--- config.mk ---
export PLATFORM = sky130hd
export DESIGN_NAME = ristretto_if_dec_pipe
export DESIGN_NICKNAME = d
export VERILOG_FILES = /design/src/rtl/ristretto_if_dec_pipe.sv
export SDC_FILE = /design/constraint.sdc
export NUM_CORES = 1
export LEC_CHECK = 0
export ABC_AREA = 1
export CORE_MARGIN = 5
export CORE_UTILIZATION = 42
export DETAILED_ROUTE_END_ITERATION = 16
export PLACE_DENSITY = 0.69
export SYNTH_ARGS = -nofsm -noshare
export SYNTH_HDL_FRONTEND = slang
export SYNTH_SLANG_ARGS = --single-unit
--- constraint.sdc ---
create_clock -name clk_i -period 5.5 [get_ports clk_i]
set_input_delay 1.1 -clock clk_i [delete_from_list [all_inputs] [get_ports clk_i]]
set_output_delay 1.1 -clock clk_i [all_outputs]
set_load 0.005 [all_outputs]
--- src/rtl/ristretto_if_dec_pipe.sv ---
// ----------------------------------------------------------------------------
// ristretto_if_dec_pipe
//
// Fetch-to-Decode pipeline register with a small instruction skid buffer.
// Instruction-memory responses from Fetch are presented to Decode one at a
// time. They are queued while Decode is stalled. After a redirect, responses
// that still belong to the flushed path are discarded.
//
// Parameters
//    DataWidth : width of the PC lines (32 or 64)
//    Depth     : skid buffer entries (>=1); also bounds buffered + in-flight
//
// Ports
//    clk_i             in   clock
//    rstn_i            in   asynchronous active-low reset
//    pip_fetch_req_i   in   fetch request accepted by instruction memory
//    pip_fetch_valid_i in   instruction response valid (1-cycle pulse)
//    pip_fetch_instr_i in   fetched instruction word
//    pip_fetch_pc_i    in   PC of fetched instruction
//    pip_fetch_err_i   in   bus error on this fetch
//    pip_fetch_ready_o out  fetch may issue a new request this cycle
//    pip_instr_o       out  instruction to Decode
//    pip_pc_o          out  PC to Decode
//    pip_fetch_err_o   out  fetch error flag to Decode
//    pip_new_instr_o   out  one-cycle pulse: outputs carry a new instruction
//    pip_stall_i       in   PCU stall of Decode
//    pip_flush_i       in   PCU flush (branch/exception redirect)
// ----------------------------------------------------------------------------
module ristretto_if_dec_pipe #(
   parameter int DataWidth = 32,
   parameter int Depth     = 2
) (
   input  logic                 clk_i,
   input  logic                 rstn_i,
   input  logic                 pip_fetch_req_i,
   input  logic                 pip_fetch_valid_i,
   input  logic [31:0]          pip_fetch_instr_i,
   input  logic [DataWidth-1:0] pip_fetch_pc_i,
   input  logic                 pip_fetch_err_i,
   output logic                 pip_fetch_ready_o,
   output logic [31:0]          pip_instr_o,
   output logic [DataWidth-1:0] pip_pc_o,
   output logic                 pip_fetch_err_o,
   output logic                 pip_new_instr_o,
   input  logic                 pip_stall_i,
   input  logic                 pip_flush_i
);

   localparam int          CW        = $clog2(Depth + 1);
   localparam int          PW        = (Depth > 1) ? $clog2(Depth) : 1;
   localparam logic [31:0] NOP       = 32'h00000013;
   localparam logic [CW:0] DEPTH_EXT = (CW + 1)'(Depth);

   // skid buffer storage (data only, never reset)
   logic [31:0]          r_mem_instr [Depth];
   logic [DataWidth-1:0] r_mem_pc    [Depth];
   logic [Depth-1:0]     r_mem_err;

   logic [PW-1:0] r_wptr;
   logic [PW-1:0] r_rptr;
   logic [CW-1:0] r_count;
   logic [CW-1:0] r_outstanding;
   logic [CW-1:0] r_kill_cnt;

   logic [31:0]          r_instr;
   logic [DataWidth-1:0] r_pc;
   logic                 r_err;
   logic                 r_new;

   logic w_empty;
   logic w_accept;
   logic w_push;
   logic w_pop;
   logic w_bypass;

   function automatic logic [PW-1:0] ptr_inc(input logic [PW-1:0] p);
      if (p == PW'(Depth - 1)) begin
         return '0;
      end
      return p + PW'(1);
   endfunction

   assign w_empty  = (r_count == '0);
   // a response is only kept when no old-path response is still owed
   // and the current cycle is not itself a redirect
   assign w_accept = pip_fetch_valid_i && (r_kill_cnt == '0) && !pip_flush_i;
   assign w_pop    = !pip_flush_i && !pip_stall_i && !w_empty;
   // keep ordering: once anything is queued, new arrivals go behind it
   assign w_push   = w_accept && (pip_stall_i || !w_empty);
   assign w_bypass = w_accept && !pip_stall_i && w_empty;

   // buffered plus in-flight never exceeds Depth, so the FIFO cannot overflow
   assign pip_fetch_ready_o = ({1'b0, r_count} + {1'b0, r_outstanding}) < DEPTH_EXT;

   // ---- stage boundary: fetch response -> skid buffer ----
   always_ff @(posedge clk_i) begin
      if (w_push) begin
         r_mem_instr[r_wptr] <= pip_fetch_instr_i;
         r_mem_pc[r_wptr]    <= pip_fetch_pc_i;
         r_mem_err[r_wptr]   <= pip_fetch_err_i;
      end
   end

   always_ff @(posedge clk_i or negedge rstn_i) begin
      if (!rstn_i) begin
         r_wptr        <= '0;
         r_rptr        <= '0;
         r_count       <= '0;
         r_outstanding <= '0;
         r_kill_cnt    <= '0;
      end else begin
         r_outstanding <= r_outstanding + CW'(pip_fetch_req_i) - CW'(pip_fetch_valid_i);

         // reload on every flush (never accumulate): only responses still in
         // flight after this cycle belong to the old path
         if (pip_flush_i) begin
            r_kill_cnt <= r_outstanding - CW'(pip_fetch_valid_i);
         end else if (pip_fetch_valid_i && (r_kill_cnt != '0)) begin
            r_kill_cnt <= r_kill_cnt - CW'(1);
         end

         if (pip_flush_i) begin
            r_wptr  <= '0;
            r_rptr  <= '0;
            r_count <= '0;
         end else begin
            if (w_push) begin
               r_wptr <= ptr_inc(r_wptr);
            end
            if (w_pop) begin
               r_rptr <= ptr_inc(r_rptr);
            end
            r_count <= r_count + CW'(w_push) - CW'(w_pop);
         end
      end
   end

   // ---- stage boundary: skid buffer / bypass -> Decode ----
   always_ff @(posedge clk_i or negedge rstn_i) begin
      if (!rstn_i) begin
         r_instr <= NOP;
         r_pc    <= '0;
         r_err   <= 1'b0;
         r_new   <= 1'b0;
      end else if (pip_flush_i) begin
         // PC is left alone so Decode still sees the last valid address
         r_instr <= NOP;
         r_err   <= 1'b0;
         r_new   <= 1'b0;
      end else if (w_pop) begin
         r_instr <= r_mem_instr[r_rptr];
         r_pc    <= r_mem_pc[r_rptr];
         r_err   <= r_mem_err[r_rptr];
         r_new   <= 1'b1;
      end else if (w_bypass) begin
         r_instr <= pip_fetch_instr_i;
         r_pc    <= pip_fetch_pc_i;
         r_err   <= pip_fetch_err_i;
         r_new   <= 1'b1;
      end else begin
         r_new   <= 1'b0;
      end
   end

   assign pip_instr_o     = r_instr;
   assign pip_pc_o        = r_pc;
   assign pip_fetch_err_o = r_err;
   assign pip_new_instr_o = r_new;

endmodule

* Word-level counts from Yosys, hierarchy flattened
Memory sizes are Yosys's and may differ from the RTL's.
Cells that the tools add are included.
** Storage, ports and cells
- Input bits :: 71
- RAM bits :: 128
- Register bits after elaboration :: 76
- Output and inout port bits :: 67
- Memories kept :: 2
** Cells by class
- Reductions and logical operators :: 22
- $lt $le $gt $ge :: 4
- Bitwise operators :: 1
- $add $sub $neg :: 9
- Muxes and demuxes :: 35
** Memories
- r_mem_instr :: words 2, width 32, rd ports 1, clocked after memory_dff 0, write ports 1, RTL line 55 : logic [31:0] r_mem_instr [Depth];
- r_mem_pc :: words 2, width 32, rd ports 1, clocked after memory_dff 0, write ports 1, RTL line 56 : logic [DataWidth-1:0] r_mem_pc [Depth];
** Operators with widths (number)
- 32-bit two-way mux :: 5
- 1-bit two-way mux :: 25
- 2-bit nonzero test :: 5
- 1-bit logical AND :: 9
- 2-bit two-way mux :: 3
- 2-bit by 1-bit subtractor with 2-bit output :: 3
- 2-bit by 1-bit adder with 2-bit output :: 2
- 2-bit logical NOT :: 2
- 1-bit by 2-bit < comparator with 1-bit output, second input constant :: 2
- 2-bit by 2-bit adder with 3-bit output :: 1
- 1-bit logical NOT :: 3
- 3-bit by 2-bit < comparator with 1-bit output, second input constant :: 1
- 3-bit nonzero test :: 1
- 1-bit adder, second input constant :: 2
- 2-bit bitwise mux :: 1
- 2-bit AND reduction :: 1
- 2-bit by 1-bit subtractor with 2-bit output, second input constant :: 1
- 1-bit demux with 1-bit select :: 1
- 1-bit greater-or-equal comparator, second input constant :: 1
- 1-bit logical OR :: 1
- 1-bit NOT :: 1

* Logic depth before layout (Yosys ltp)
- Depth in word-level cells :: 9
- Mapped depth :: 11
- Gate-level depth less buffers :: 10

* Worst setup path after synthesis
Ideal clock, no wire load.
- Kind :: input port to flip-flop
- Start point :: input port pip_flush_i
- End point :: register r_mem_err[1], enable pin
- Setup time :: 0.488 ns
- Data arrival time :: 4.227 ns
- Stages on the path :: 4
- Slack :: 0.785 ns
- Required time :: 5.012 ns
- Path through :: buf_6 nor2_4 nand2_1 nor2_1
** Between the ends
- Word-level cells in the longest chain between the ends :: 3
** Ends and longest elaborated chain
- start: declaration :: RTL line 46 : input logic pip_flush_i
- 1-bit logical NOT :: RTL line 86 : assign w_accept = pip_fetch_valid_i && (r_kill_cnt == '0) && !pip_flush_i;
- 1-bit logical AND :: RTL line 86
- 1-bit logical AND :: RTL line 89 : assign w_push = w_accept && (pip_stall_i || !w_empty);
- end signal: indexed assignment :: RTL line 100 : r_mem_err[r_wptr] <= pip_fetch_err_i;
- end: declaration :: RTL line 57 : logic [Depth-1:0] r_mem_err;
Every way passes these cells.
A chain may end at the register's enable or synchronous reset.

* Worst setup path after layout
- Start point :: input port pip_flush_i
- End point :: register r_pc[22] (netlist: pip_pc_o[22])
** Between the ends
- Word-level cells in the longest chain between the ends :: 6
** Ends and longest elaborated chain
- 1-bit logical NOT :: RTL line 86, 87
- 1-bit logical AND :: RTL line 86
- 1-bit logical AND (2 in a row) :: RTL line 90 : assign w_bypass = w_accept && !pip_stall_i && w_empty;
- 2-bit nonzero test (no source line)
- 2-bit AND reduction (no source line)
- end signal: assignment :: RTL line 152 : r_pc <= r_mem_pc[r_rptr];
- end signal: assignment :: RTL line 157 : r_pc <= pip_fetch_pc_i;
- end: declaration :: RTL line 66 : logic [DataWidth-1:0] r_pc;
Several ways; a longest one is shown, not always the timed one.

==> impl_metrics.json <==
{
  "port_buffers": 137,
  "grt_pass1_wl_um": 32600,
  "layout.nets": 975,
  "r2r_start": "r_kill_cnt[0]",
  "antenna_cells": 0,
  "die_h_um": 152,
  "ys_seq_area_share_pct": 68.0,
  "wl_per_cell_um": 17.0,
  "drv_slew": 0,
  "synth_common_cells": "nand2_1 (318), edfxtp_1 (130), dfrtp_1 (71)",
  "drt-total-wl_um": 20100,
  "critPathRequiredTime_ps": 5880,
  "yosysWarnings": 0,
  "overflow": 0,
  "remaining_drc_errors": 0,
  "ant_nets": 0,
  "dp_hpwl_um": 12100,
  "clkTransAtPathRegs_ps": 60,
  "synthMuxAreaShare_pct": 0,
  "synth-adder-area-share_pct": 0.975,
  "synth_top_area_share_pct": 46.1,
  "grt_usage_pct": 17.1,
  "ys_types": 29,
  "drive_gt1_share_pct": 9.75,
  "outcome": "completed",
  "grt_setup_unrepaired": "false",
  "cts_made_buffers": 23,
  "finalHoldViolations": 0,
  "drt_iter0_markers": 329,
  "cts_setup_buffers": 0,
  "synth-seq-cells": 204,
  "cts-root-buf": "clkbuf_16",
  "core_um2": 20000,
  "critPathMaxFanout": 35,
  "finClkSkew_ps": 12.7,
  "power_density_nw_per_um2": 402,
  "finalCriticalPeriod_ps": 3700,
  "vdd_drop_max_mv": 0.225,
  "synth-xor-area-share_pct": 0.414,
  "synth_area_um2": 8470,
  "setup.worst_path.class": "input pin to register",
  "clock_sinks": 204,
  "multiInputGateArea_um2": 2400,
  "worstHoldStart": "pip_pc_o[27]",
  "synth_edf_count": 130,
  "cts_tree": "done",
  "antenna_found_initial": 1,
  "hp-class": "register to register",
  "ctsHoldBuffers": 0,
  "synth_compound_gate_area_share_pct": 2.94,
  "clk_latency_ps": 490,
  "syn_nets": 852,
  "maxCapViolCount": 0,
  "arrival_ps": 4070,
  "gp_congestion": 0.796,
  "finalSetupTns_ps": 0,
  "synth_top_area_cell": "edfxtp_1",
  "cts_resized": 0,
  "synth_most_common_cell": "nand2_1",
  "die_w_um": 152,
  "first_pass_iters": 5,
  "ys_async_sr_fraction_pct": 36.3,
  "end_kind": "register",
  "synth.area.top_cells": "edfxtp_1 (46%), dfrtp_1 (21%), nand2_1 (14%)",
  "fmax_mhz": 271,
  "final.period_utilization_pct": 67.2,
  "area_growth_pct": 26.8,
  "dieArea_um2": 23100,
  "grt_max_degree": 75,
  "worst_pin_slew_ps": 1020,
  "synth_cells": 775,
  "power_uw": 4320,
  "nFillCells": 1779,
  "htreeDepth": 1,
  "synth_top_family_by_area": "simple AND/OR/NAND/NOR gates",
  "syn_area_per_cell_um2": 10.9,
  "cp-start-kind": "input pin",
  "vias": 5968,
  "critPathLaunch": "pip_flush_i",
  "rows": 52,
  "synthSimpleGateAreaFrac_pct": 23.9,
  "clk_path_buf_depth": 3,
  "setup_viol_count_final": 0,
  "relSlewSlack_pct": 32.0,
  "grt_pass1_vias": 6152,
  "p_leak_uw": 0.00448,
  "synthFlopType": "edfxtp_1",
  "io_pins": 138,
  "regArea_um2": 5760,
  "start_util_pct": 42.3,
  "routed_via_density": 5.04
}
## worst max-delay path, stage by stage
cell and delay, ps:
clkdlybuf4s50_1 660, nor2_4 780, nand2_4 450, nand2_4 470
inv_2 350, nand2_1 170, nand2_1 70
## layer usage
| layer | routed length, um | track usage (%) |
|---|---|---|
| met1 | 8830 | 22.6 |
| met2 | 9600 | 29.1 |
| met3 | 1330 | 3.67 |
| met4 | 355 | 4.02 |
| met5 | 11 | 0 |
## cell usage in the layout (no fill, tap or decap), types with 8 or more instances in the layout
cell type,instances
buf_4,8
nand3_1,68
inv_1,11
edfxtp_1,130
dfrtp_1,70
nand2_1,318
clkdlybuf4s50_1,136
or2_2,30
clkbuf_16,23
o211ai_1,31
nand4_1,30
## path summary, 6_finish.rpt
path | cells after the start | slack (ps) | endpoint
hold / removal | 2 | 470 | pip_pc_o[27]
hold reg to reg | 2 | 470 | pip_pc_o[27]
max in group asynchronous | 1 | 3990 | r_rptr
min in group asynchronous | 1 | 780 | pip_pc_o[19]
setup reg to reg | 9 | 2390 | pip_pc_o[22]
setup / recovery | 7 | 1800 | pip_pc_o[22]
## final cells by class
type	instances	area share [%]
Clock buffer	29	5.57
Clock inverter	11	1.27
Inverter	17	0.618
Multi-Input combinational cell	507	22.3
Sequential cell	204	53.7
Tap cell	270	3.15
Timing Repair Buffer	145	13.4
## metrics by stage
| stage | instances | worst slack [ps] | hold WS (ps) | utilization [%] | instance area (um2) |
|---|---|---|---|---|---|
| 2_1_floorplan | 775 | 785 | 465 | - | 8470 |
| 6_report | 1183 | 1800 | 469 | 53.6 | 10700 |
| 5_1_grt | 1183 | 1530 | 485 | 53.6 | 10700 |
| 3_3_place_gp | 1143 | 1380 | 457 | 49.9 | 10000 |
| 3_5_place_dp | 1143 | 1280 | 458 | 49.9 | 10000 |
| 4_1_cts | 1183 | 1790 | 473 | 53.6 | 10700 |
## state kept, by name (all words and copies together) (netlist names)
signal,count
pip_fetch_err_o,1
r_rptr,1
r_outstanding,2
r_mem_pc,64
r_mem_err,2
pip_new_instr_o,1
pip_instr_o,32
r_kill_cnt,2
r_wptr,1
r_count,2
r_mem_instr,64
pip_pc_o,32
## report_power, final
group | switching [uW] | leakage, uW | internal, uW | total, uW
sequential | 112 | 0.00213 | 1850 | 1960
combinational | 414 | 0.00199 | 453 | 867
clock | 580 | 0.000360 | 911 | 1490
total | 1110 | 0.00448 | 3210 | 4320
## cells by family (layout without fill, tap and decap cells)
logic type,after synthesis,count (layout)
and+or+nand+nor,463,463
AOI/OAI and AO/OA,34,34
DFF,204,204
buffers and inverters,64,202
adders and majority gates,6,6
xor gates and xnor gates,4,4
Power figures use the tool's default switching activity.
==> edit 1: new RTL, same flow settings <==
Reset style: synchronous (`rstn_i`), changed in 2 clocked blocks. Comments in the files are not updated.
--- a/src/rtl/ristretto_if_dec_pipe.sv
+++ b/src/rtl/ristretto_if_dec_pipe.sv
@@ -103,3 +103,3 @@
 
-   always_ff @(posedge clk_i or negedge rstn_i) begin
+   always_ff @(posedge clk_i) begin
       if (!rstn_i) begin
@@ -138,3 +138,3 @@
    // ---- stage boundary: skid buffer / bypass -> Decode ----
-   always_ff @(posedge clk_i or negedge rstn_i) begin
+   always_ff @(posedge clk_i) begin
       if (!rstn_i) begin
Formal check against the unedited RTL: differs if rstn_i is asserted again (counterexample within 4 cycles, from zero or initial values and one cycle with rstn_i low); with rstn_i held inactive, the same outputs for 4 cycles.
==> edit 1 against the unedited design <==
- count of clock-buffer cells in the layout increased by 5
- synthesized area increased by 0.86%
- register-to-register slack improved by 770 ps
- setup slack improved by 460 ps
- sequential cell count increased by 1
- routed wire length decreased by 6.6%
- core utilization increased by 0.21 points
- final area increased by 0.72%
- critical path type is now flop to output pin
- highest routed layer unchanged
Power is not compared: it rests on default switching activity, and its combinational part moved more than twofold at a synthesized area within 25%.
==> edit 1: results <==
set metrics [dict create \
    syn_nets 1063 \
    wl_mm 18.8 \
    nNonClkBuffers 146 \
    wl_met2_mm 8.69 \
    routabilityCongestion 0.726 \
    fin_skew_ps 7.18 \
    synth_commonest_cells "nand2_1, edfxtp_1, nor2_1" \
    max-slew-margin-rel 0.383 \
    final_nets 1192 \
    wl_met1_mm 8.66 \
    run_status "finished, final reports clean" \
    drt-initial-drc-count 301 \
    buf_share 0.134 \
    nNonClkInverters 70 \
    routedWlPerCell_um 13.4 \
    dp.cells 1360 \
    multi_input_comb_cells 669 \
    synth_xor_area_frac 0.00205 \
    worstPathArrival_ps 2130 \
    final-clk-cell-share 0.0633 \
    dp_hpwl_mm 11.3 \
    fill_cells 1854 \
    ys_types 23 \
    grtUsageTotal 0.159 \
    synth_compound_area_frac 0.0116 \
    place_area_sq_um 10100 \
    grt_use_met3 0.0415 \
    grt_pass1_wl_mm 30.9 \
    clockBufferCount 34 \
    design_area_sq_um 10800 \
    wl_met3_mm 1.18 \
    drive_gt1_frac 0.0495 \
    met1_usage 0.207 \
    routed-via-count 6208 \
    grt_max_degree 65 \
    yosys.area_share.adder 0.00967 \
    drt_first_pass_iters 4 \
    synthTopCellsByArea "edfxtp_1, nand2_1, dfxtp_1" \
    clock_sinks 205 \
    cp_max_fo 3 \
    regArea_sq_um 5410 \
]
## edit 1: cell types whose count changed in the layout (fill, tap and decap cells not counted), moves of 55 or more
cell | before | now
nand2_1 | 318 | 549
inv_1 | 11 | 66
nor2_1 | 6 | 77
dfxtp_1 | 0 | 74
nand3_1 | 68 | 5
dfrtp_1 | 70 | 0
## edit 1: worst paths after layout
check / from / to / slack, ps / cells after the start
worst min-delay path: pip_fetch_err_o / pip_fetch_err_o / 440 / 2
worst min register to register: pip_fetch_err_o / pip_fetch_err_o / 440 / 2
worst max register to register: r_kill_cnt[0] / r_mem_pc[0][24] / 3160 / 7
worst max-delay path: r_count[1] / pip_fetch_ready_o / 2270 / 5
## edit 1: worst max-delay path: stages, from the launching register on
cell and delay (ps):
dfxtp_1 400, inv_2 80, fa_1 540, nand2_1 50, inv_1 80, clkdlybuf4s50_1 510
==> edit 2: new RTL, same settings <==
Made on the original files. Change the parameter `Depth` from 2 to 4.
--- a/src/rtl/ristretto_if_dec_pipe.sv
+++ b/src/rtl/ristretto_if_dec_pipe.sv
@@ -30,3 +30,3 @@
    parameter int DataWidth = 32,
-   parameter int Depth     = 2
+   parameter int Depth     = 4
 ) (
Check against the original RTL: not equivalent (a bounded check fails within 4 cycles, from zero or initial values and one cycle with rstn_i low).
==> edit 2 against the unedited design <==
- power increased by 72%
- maximum frequency grew 11%
- setup slack gained 380 ps
- final area up 62%
- hold slack better by 36 ps
- routed wire length increased by 77%
- sequential cell count grew 135
- register-to-register slack improved by 330 ps
- synthesized area up 71%
==> edit 2: results <==
set metrics [dict create \
    pwr-share-comb 0.250 \
    regArea_sq_um 9790 \
    grt_pass1_vias 10300 \
    wl_met2_mm 17.3 \
    dp_hpwl_mm 19.8 \
    drt-initial-drc-count 690 \
    drive_gt1_frac 0.0605 \
    fin_skew_ps 18.2 \
    cp_max_fo 4 \
    place_worst_setup_slack_ps 1760 \
    critPathSlowestCell "clkdlybuf4s50_1" \
    insertion_delay_ps 520 \
    netlist_instances 1364 \
    run_status "finished, final reports clean" \
    cpLargestDelayFamily "buffers and inverters" \
    syn_nets 1452 \
    async_flop_share 0.233 \
    numCtsBuffers 36 \
    synth_commonest_cells "nand2_1, nand3_1, edfxtp_1" \
    routabilityCongestion 0.777 \
    slowest_delay_ps 570 \
    seq_power_mw 3.26 \
    htree_levels 2 \
    antenna_found_initial 4 \
    largestRegisters "r_mem_instr x128, r_mem_pc x128" \
    use_met2 0.306 \
    worstPathArrival_ps 2220 \
    wl_mm 35.7 \
    intPower_mw 5.17 \
    viasPerCell 5.13 \
    place_area_sq_um 16300 \
    synthTopCellsByArea "edfxtp_1, dfrtp_1, nand3_1" \
    grtUsageTotal 0.185 \
    grt_max_degree 97 \
]
[edit 2: cell types whose count changed after synthesis, sizes merged, moves of 5 or more]
| cell | unedited run | this run |
|---|---|---|
| clkbuf | 14 | 26 |
| edfxtp | 130 | 260 |
| inv | 17 | 185 |
| ha | 5 | 15 |
| o211ai | 31 | 2 |
| nand2 | 322 | 354 |
| or2 | 30 | 0 |
| buf | 33 | 54 |
| dfrtp | 71 | 76 |
| nand3 | 68 | 325 |
[edit 2: cell type report]
type | count | area share
flip-flops and latches | 339 | 0.563
well taps | 455 | 0.0327
repair buffers | 155 | 0.0879
diodes | 1 | 0.000144
multi-input cells | 760 | 0.211
clock buffers | 55 | 0.0589
clock inverters | 11 | 0.00612
inverters | 185 | 0.0401
[edit 2: path summary, 6_finish.rpt]
| check | startpoint | end | slack, ps | cells past startpoint |
|---|---|---|---|---|
| worst min-delay path | pip_pc_o[7] | pip_pc_o[7] | 510 | 2 |
| max in group asynchronous | rstn_i | r_rptr[0] | 3820 | 2 |
| worst max register to register | r_rptr[0] | pip_pc_o[11] | 2720 | 7 |
| worst min register to register | pip_pc_o[7] | pip_pc_o[7] | 510 | 2 |
| worst max-delay path | r_count[1] | pip_fetch_ready_o | 2180 | 5 |
| min in group asynchronous | rstn_i | pip_instr_o[22] | 580 | 1 |
[edit 2: kinds of logic (layout without fill, tap and decap cells)]
| logic type | count (synthesis) | in the layout | share of synthesized area |
|---|---|---|---|
| AOI/OAI and AO/OA | 11 | 11 | 0.00552 |
| xor gates and xnor gates | 5 | 5 | 0.00302 |
| adders and majority gates | 17 | 17 | 0.0157 |
| buffers and inverters | 265 | 406 | 0.0750 |
| DFF | 339 | 339 | 0.675 |
| other | 0 | 1 | 0 |
| and+or+nand+nor | 727 | 727 | 0.226 |
